--- config.mk ---
export PLATFORM = sky130hd
export DESIGN_NAME = mem_scan_ctrl
export DESIGN_NICKNAME = d
export VERILOG_FILES = /design/src/rtl/mem_scan_ctrl.sv
export SDC_FILE = /design/constraint.sdc
export NUM_CORES = 1
export LEC_CHECK = 0
export CORE_UTILIZATION = 52
export DETAILED_ROUTE_END_ITERATION = 16
export PLACE_DENSITY_LB_ADDON = 0.25
export SYNTH_ARGS = -nofsm -noshare
export SYNTH_HDL_FRONTEND = slang
export SYNTH_SLANG_ARGS = --single-unit
--- constraint.sdc ---
create_clock -name clk -period 5.85 [get_ports clk]
set_clock_uncertainty 0.2 [all_clocks]
set_input_delay 0.8775 -clock clk [delete_from_list [all_inputs] [get_ports clk]]
set_output_delay 0.8775 -clock clk [all_outputs]
set_load 0.02 [all_outputs]
--- src/rtl/mem_scan_ctrl.sv ---
// Sequencing initiator for a DEPTH x WIDTH word memory: streams a full load in over
// a valid/ready handshake, or scans every word and reports the greatest value and its address.
module mem_scan_ctrl #(
  parameter int unsigned DEPTH  = 16,
  parameter int unsigned WIDTH  = 4,
  parameter int unsigned ADDR_W = 4
) (
  input  logic              clk,
  input  logic              rst_n,
  input  logic              start_load_i,
  input  logic              start_scan_i,
  input  logic [WIDTH-1:0]  din_i,
  input  logic              din_valid_i,
  output logic              din_ready_o,
  output logic [ADDR_W-1:0] mem_adrs_o,
  output logic [WIDTH-1:0]  mem_wdata_o,
  output logic              mem_rw_o,
  input  logic [WIDTH-1:0]  mem_rdata_i,
  output logic              busy_o,
  output logic              done_o,
  output logic [WIDTH-1:0]  max_val_o,
  output logic [ADDR_W-1:0] max_adrs_o
);

  localparam logic [ADDR_W-1:0] LastAdrs = ADDR_W'(DEPTH - 1);

  typedef enum logic [1:0] {StIdle, StLoad, StScan, StDone} state_e;

  state_e              state_q, state_d;
  logic [ADDR_W-1:0]   cnt_q, cnt_d;
  logic [WIDTH-1:0]    run_max_q, run_max_d;
  logic [ADDR_W-1:0]   run_adrs_q, run_adrs_d;
  logic [WIDTH-1:0]    max_val_q, max_val_d;
  logic [ADDR_W-1:0]   max_adrs_q, max_adrs_d;

  // Running result including the word read this cycle; >= lets later addresses win ties.
  logic                take_word;
  logic [WIDTH-1:0]    scan_max;
  logic [ADDR_W-1:0]   scan_adrs;

  always_comb begin
    take_word = (mem_rdata_i >= run_max_q);
    scan_max  = take_word ? mem_rdata_i : run_max_q;
    scan_adrs = take_word ? cnt_q : run_adrs_q;
  end

  always_comb begin
    state_d     = state_q;
    cnt_d       = cnt_q;
    run_max_d   = run_max_q;
    run_adrs_d  = run_adrs_q;
    max_val_d   = max_val_q;
    max_adrs_d  = max_adrs_q;
    din_ready_o = 1'b0;
    mem_adrs_o  = '0;
    mem_wdata_o = '0;
    mem_rw_o    = 1'b1;

    unique case (state_q)
      StIdle: begin
        if (start_scan_i) begin
          state_d    = StScan;
          cnt_d      = '0;
          run_max_d  = '0;
          run_adrs_d = '0;
        end else if (start_load_i) begin
          state_d = StLoad;
          cnt_d   = '0;
        end
      end
      StLoad: begin
        din_ready_o = 1'b1;
        mem_adrs_o  = cnt_q;
        // Write strobe follows din_valid combinationally so stall cycles never write.
        mem_rw_o    = ~din_valid_i;
        if (din_valid_i) begin
          mem_wdata_o = din_i;
          cnt_d       = cnt_q + ADDR_W'(1);
          if (cnt_q == LastAdrs) state_d = StDone;
        end
      end
      StScan: begin
        mem_adrs_o = cnt_q;
        cnt_d      = cnt_q + ADDR_W'(1);
        run_max_d  = scan_max;
        run_adrs_d = scan_adrs;
        if (cnt_q == LastAdrs) begin
          state_d    = StDone;
          max_val_d  = scan_max;
          max_adrs_d = scan_adrs;
        end
      end
      StDone: begin
        state_d = StIdle;
      end
      default: begin
        state_d = StIdle;
      end
    endcase
  end

  always_ff @(posedge clk or negedge rst_n) begin
    if (!rst_n) begin
      state_q    <= StIdle;
      cnt_q      <= '0;
      run_max_q  <= '0;
      run_adrs_q <= '0;
      max_val_q  <= '0;
      max_adrs_q <= '0;
    end else begin
      state_q    <= state_d;
      cnt_q      <= cnt_d;
      run_max_q  <= run_max_d;
      run_adrs_q <= run_adrs_d;
      max_val_q  <= max_val_d;
      max_adrs_q <= max_adrs_d;
    end
  end

  assign busy_o     = (state_q != StIdle);
  assign done_o     = (state_q == StDone);
  assign max_val_o  = max_val_q;
  assign max_adrs_o = max_adrs_q;

endmodule

# Word-level counts from Yosys, hierarchy flattened
# Index checks and enable logic that the tools add are counted.
dict set report totals {
  reg_bits 22
  inputBits 13
  word_cells 44
}
dict set report op_classes {
  addsub 1
  n_lt_le_gt_ge 1
  eq_ne 7
  n_mux 19
  bitwise 1
  n_reduce_logical 9
}
# operator n
set op_table {}
lappend op_table {{$mux 4} 9}
lappend op_table {{$pmux 4 s2} 2}
lappend op_table {{$pmux 4 s3} 1}
lappend op_table {{$mux 2} 4}
lappend op_table {{$pmux 2 s4} 1}
lappend op_table {{$reduce_and 2->1} 3}
lappend op_table {{$add 4x1->4 const B} 1}
lappend op_table {{$eq 2x2->1 const B} 2}
lappend op_table {{$eq 4x4->1 const B} 1}
lappend op_table {{$ge 4x4->1} 1}
lappend op_table {{$ne 2x2->1 const B} 2}
lappend op_table {{$reduce_bool 2->1} 2}
lappend op_table {{$ne 3x3->1 const B} 1}
lappend op_table {{$reduce_and 3->1} 1}
lappend op_table {{$reduce_bool 3->1} 1}
lappend op_table {{$eq 2x1->1 const B} 1}
lappend op_table {{$logic_not 2->1} 1}
lappend op_table {{$mux 1} 2}
lappend op_table {{$reduce_or 2->1} 1}
lappend op_table {{$not 1->1} 1}

# Logic depth before layout (Yosys ltp)
dict set report depth {
  ltp_word 4
  depth_mapped 8
  depth_no_buf 6
}

# Worst setup path before layout
# OpenSTA, ideal clock, no wires.
dict set report synth_path {
  path_kind {input -> register}
  from {input port mem_rdata_i[0]}
  to {register max_val_q[2] (netlist: max_val_o[2])}
  arrival_time_ps 2256
  required_ps 5570
  path_slack_ps 3314
  path_stages 8
  n_path_buf 2
  path_cell_list {inv_1 > ha_1 > nand2b_1 > a2111o_1 > buf_6 > and2_4 > buf_6 > o211ai_2}
}
dict set report synth_via {
  elab_chain_len 2
}
# item line_no
set synth_lines {}
lappend synth_lines {{start: declaration} 18} ;# input logic [WIDTH-1:0] mem_rdata_i,
lappend synth_lines {{$ge 4x4->1} 42} ;# take_word = (mem_rdata_i >= run_max_q);
lappend synth_lines {{$mux 4} 43} ;# scan_max = take_word ? mem_rdata_i : run_max_q;
lappend synth_lines {{end signal: assignment} 115} ;# max_val_q <= max_val_d;
lappend synth_lines {{end: declaration} 33} ;# logic [WIDTH-1:0] max_val_q, max_val_d;
# Every way passes these cells.
# A chain may end at the register's enable or synchronous reset.

# Worst setup path in the final report
dict set report layout_path {
  from {input port din_valid_i}
  to {output port mem_wdata_o[0]}
}
dict set report layout_via {
  elab_chain_len 2
}
# item line_no
set layout_lines {}
lappend layout_lines {{start: declaration} 13} ;# input logic din_valid_i,
lappend layout_lines {{$mux 4} 76} ;# if (din_valid_i) begin
lappend layout_lines {{$mux 4} 59} ;# unique case (state_q)
lappend layout_lines {{end: declaration} 16} ;# output logic [WIDTH-1:0] mem_wdata_o,
# Every way passes these cells.

==> flow_metrics.env <==
export IMPL_yosysTopAreaCellShare=0.408
export IMPL_cts_buffers=3
export IMPL_ir_drop_mv=0.296
export IMPL_worstHoldStart="max_adrs_o[2]"
export IMPL_netlist_area_um2=1350
export IMPL_ctsResizeCount=0
export IMPL_cts_clk_slew_worst_paths_ns=0.12
export IMPL_ys_types=30
export IMPL_fin_ws_ns=2.58
export IMPL_syn_inst=154
export IMPL_clkLatencyLatePin_ns=0.30
export IMPL_clk_path_buf_depth=2
export IMPL_setup_viol=0
export IMPL_finalHoldViolations=0
export IMPL_post_drt_via_cell_ratio=5.63
export IMPL_r2r_end="run_max_q[1]"
export IMPL_worst_path_buf_inv=2
export IMPL_wl_um=2950
export IMPL_grt_start_max_net_pins=23
export IMPL_rows=18
export IMPL_syn_to_final_growth_pct=25.8
export IMPL_drt_pass1_iterations=4
export IMPL_diodes=0
export IMPL_path_delay_family="buffers and inverters"
export IMPL_regArea_um2=551
export IMPL_crit_path_start_kind="primary input"
export IMPL_cap_violations=0
export IMPL_coreArea_um2=2450
export IMPL_fmax_ghz=0.306
export IMPL_yosysTopAreaCell="dfrtp_1"
export IMPL_hold_class="reg2reg"
export IMPL_cp_slowest_cell="clkdlybuf4s50_1"
export IMPL_holdPathEnd="max_adrs_o[2]"
export IMPL_rrSetupSlack_ns=3.52
export IMPL_io_buffers=32
export IMPL_synth_edff_count=0
export IMPL_cpMostUsedCell="clkdlybuf4s50_1"
export IMPL_ys_seq_area_frac=0.408
export IMPL_fill_cells=217
export IMPL_die_h_um=53.0
export IMPL_dieArea_um2=2800
export IMPL_p_clk_frac=0.121
export IMPL_multi_input_area_um2=697
export IMPL_combPwrFrac=0.538
export IMPL_syn_nets=177
export IMPL_cts_tree="yes"
export IMPL_synthArstFlopShare=1.00
export IMPL_pre_cts_ws_ns=2.58
export IMPL_p_seq_frac=0.341
export IMPL_grt_antenna_before_repair=0
export IMPL_internal_power_uw=378
export IMPL_reg2reg_depth=6
export IMPL_io_pins=33
export IMPL_cp_max_fo=6
export IMPL_gp_congestion=0.812
export IMPL_cts_hold_buf=0
export IMPL_fin_crit_sh=0.559
export IMPL_end_kind="output port"
export IMPL_vias=1204
export IMPL_worst_slew_pin_slew_ns=0.975
export IMPL_setup_tns_final_ns=0
export IMPL_fin_nets=208
export IMPL_required_ns=4.77
export IMPL_slew_headroom=0.348
export IMPL_htree_levels=1
export IMPL_netlist_top_cells_area="dfrtp_1 41%, ha_1 9.3%, nand2_1 8.9%"
export IMPL_cts_setup_buffers=0
export IMPL_drv_slew=0
export IMPL_crit_arrival_ns=2.19
export IMPL_synthFlopType="dfrtp_1"
export IMPL_wl_per_cell_um=13.8
export IMPL_start_util=0.550
export IMPL_clock_sinks=22
export IMPL_hpwlAfterDp_um=2260
export IMPL_drtIter0Drc=28
export IMPL_overflow=0
export IMPL_grtUsageTotal=0.240
export IMPL_path_cells="clkdlybuf4s50_1 -> and3_1 -> clkdlybuf4s50_1"
export IMPL_ys_seq_elements=22
export IMPL_min_delay_path_depth=2
export IMPL_avgSynthCellArea_um2=8.77
export IMPL_drive_above_1_share=0.0380
export IMPL_switching_power_uw=307
export IMPL_cts_root_buf="clkbuf_4"
export IMPL_status="completed"
export IMPL_path_class="in2out"
export IMPL_p_leak_nw=0.737
export IMPL_sw_frac_of_total=0.448
export IMPL_rr_startpoint="state_q[0]"
export IMPL_grt_pass1_wl_um=4930
export IMPL_yosys_warnings=0
export IMPL_max_stage_delay_ns=0.61
export IMPL_first_global_vias=1152
export IMPL_rsz0062_at_grt="no"
export IMPL_period_needed_ns=3.27
export IMPL_p_per_area_nw_per_um2=403
export IMPL_drtAntennaViolNets=0
export IMPL_drc=0
export IMPL_fp_dieW_um=53.0
export IMPL_mostFrequentLayoutCells="32 x nand2_1, 32 x clkdlybuf4s50_1, 22 x dfrtp_1"
[per-layer routing]
| layer | vias up | global-route usage | share of wire |
|---|---|---|---|
| met1 | 558 | 0.306 | 0.43 |
| li1 | 606 | - | - |
| met3 | 2 | 0.0259 | 0.052 |
| met4 | 0 | 0.0702 | 0.0041 |
| met5 | - | 0 | 0 |
| met2 | 38 | 0.422 | 0.51 |
[worst max-delay path by stage]
stage          cells past startpoint        endpoint  slack [ns]           start
4_1_cts                            3  mem_wdata_o[2]        2.58     din_valid_i
5_1_grt                            3  mem_wdata_o[0]        2.50     din_valid_i
2_1_floorplan                      8    max_val_o[2]        3.31  mem_rdata_i[0]
3_5_place_dp                       3  mem_wdata_o[1]        2.58     din_valid_i
3_3_place_gp                       3  mem_wdata_o[1]        2.61     din_valid_i
6_report                           3  mem_wdata_o[0]        2.58     din_valid_i
[power by group through the flow]
| stage | Clock, mW | Combinational (mW) | Sequential [mW] |
|---|---|---|---|
| floorplan | 0 | 0.278 | 0.220 |
| global placement | 0 | 0.355 | 0.232 |
| detailed placement | 0 | 0.369 | 0.236 |
| CTS | 0.0840 | 0.371 | 0.233 |
| global route | 0.0921 | 0.411 | 0.239 |
| finish | 0.0830 | 0.368 | 0.234 |
[synthesized netlist by cell type, types with 2 or more instances]
| cell | count |
|---|---|
| nand3_1 | 5 |
| o211ai_2 | 2 |
| buf_6 | 3 |
| nand4_1 | 8 |
| dfrtp_1 | 22 |
| clkbuf_1 | 2 |
| nand2b_1 | 2 |
| and2_1 | 4 |
| o21ai_0 | 8 |
| inv_1 | 15 |
| nor2_1 | 5 |
| nor2b_1 | 3 |
| o211ai_1 | 4 |
| o221ai_1 | 8 |
| a21oi_1 | 5 |
| and3_1 | 4 |
| nand2_1 | 32 |
| ha_1 | 10 |
[layout make-up]
class | instances | share of cell area
multi-input cells | 111 | 0.410
repair buffers | 32 | 0.189
well taps | 30 | 0.0221
flip-flops and latches | 22 | 0.324
clock buffers | 4 | 0.0214
inverters | 15 | 0.0332
[cells by family (layout without fill, tap and decap cells)]
family,after synthesis,after routing,synth area share
simple gates,67,67,0.239
flops,22,22,0.408
buf+inv,21,51,0.0760
compound gates,34,34,0.184
fa+ha+maj,10,10,0.0927
[registers in the layout, summed over array words and instances (netlist names)]
name        count
max_val_o       4
run_max_q       4
run_adrs_q      4
max_adrs_o      4
state_q         2
cnt_q           4
[through the flow]
| step | power [mW] | hold slack, ns | area (um^2) | util | cells |
|---|---|---|---|---|---|
| floorplan | 0.497 | 0.278 | 1350 | - | 154 |
| finish | 0.685 | 0.305 | 1700 | 0.692 | 214 |
| detailed placement | 0.605 | 0.281 | 1660 | 0.677 | 210 |
| global placement | 0.587 | 0.265 | 1660 | 0.677 | 210 |
| CTS | 0.688 | 0.308 | 1700 | 0.692 | 214 |
| global route | 0.743 | 0.332 | 1700 | 0.692 | 214 |
[worst reg2reg max path: cells and delay by family, from the launching register on]
| family | cells | cell delay, ns |
|---|---|---|
| buf+inv | 1 | 0.09 |
| compound gates | 1 | 0.32 |
| flops | 1 | 0.45 |
| fa+ha+maj | 1 | 0.25 |
| simple gates | 3 | 0.94 |
Power figures use the tool's default switching activity.
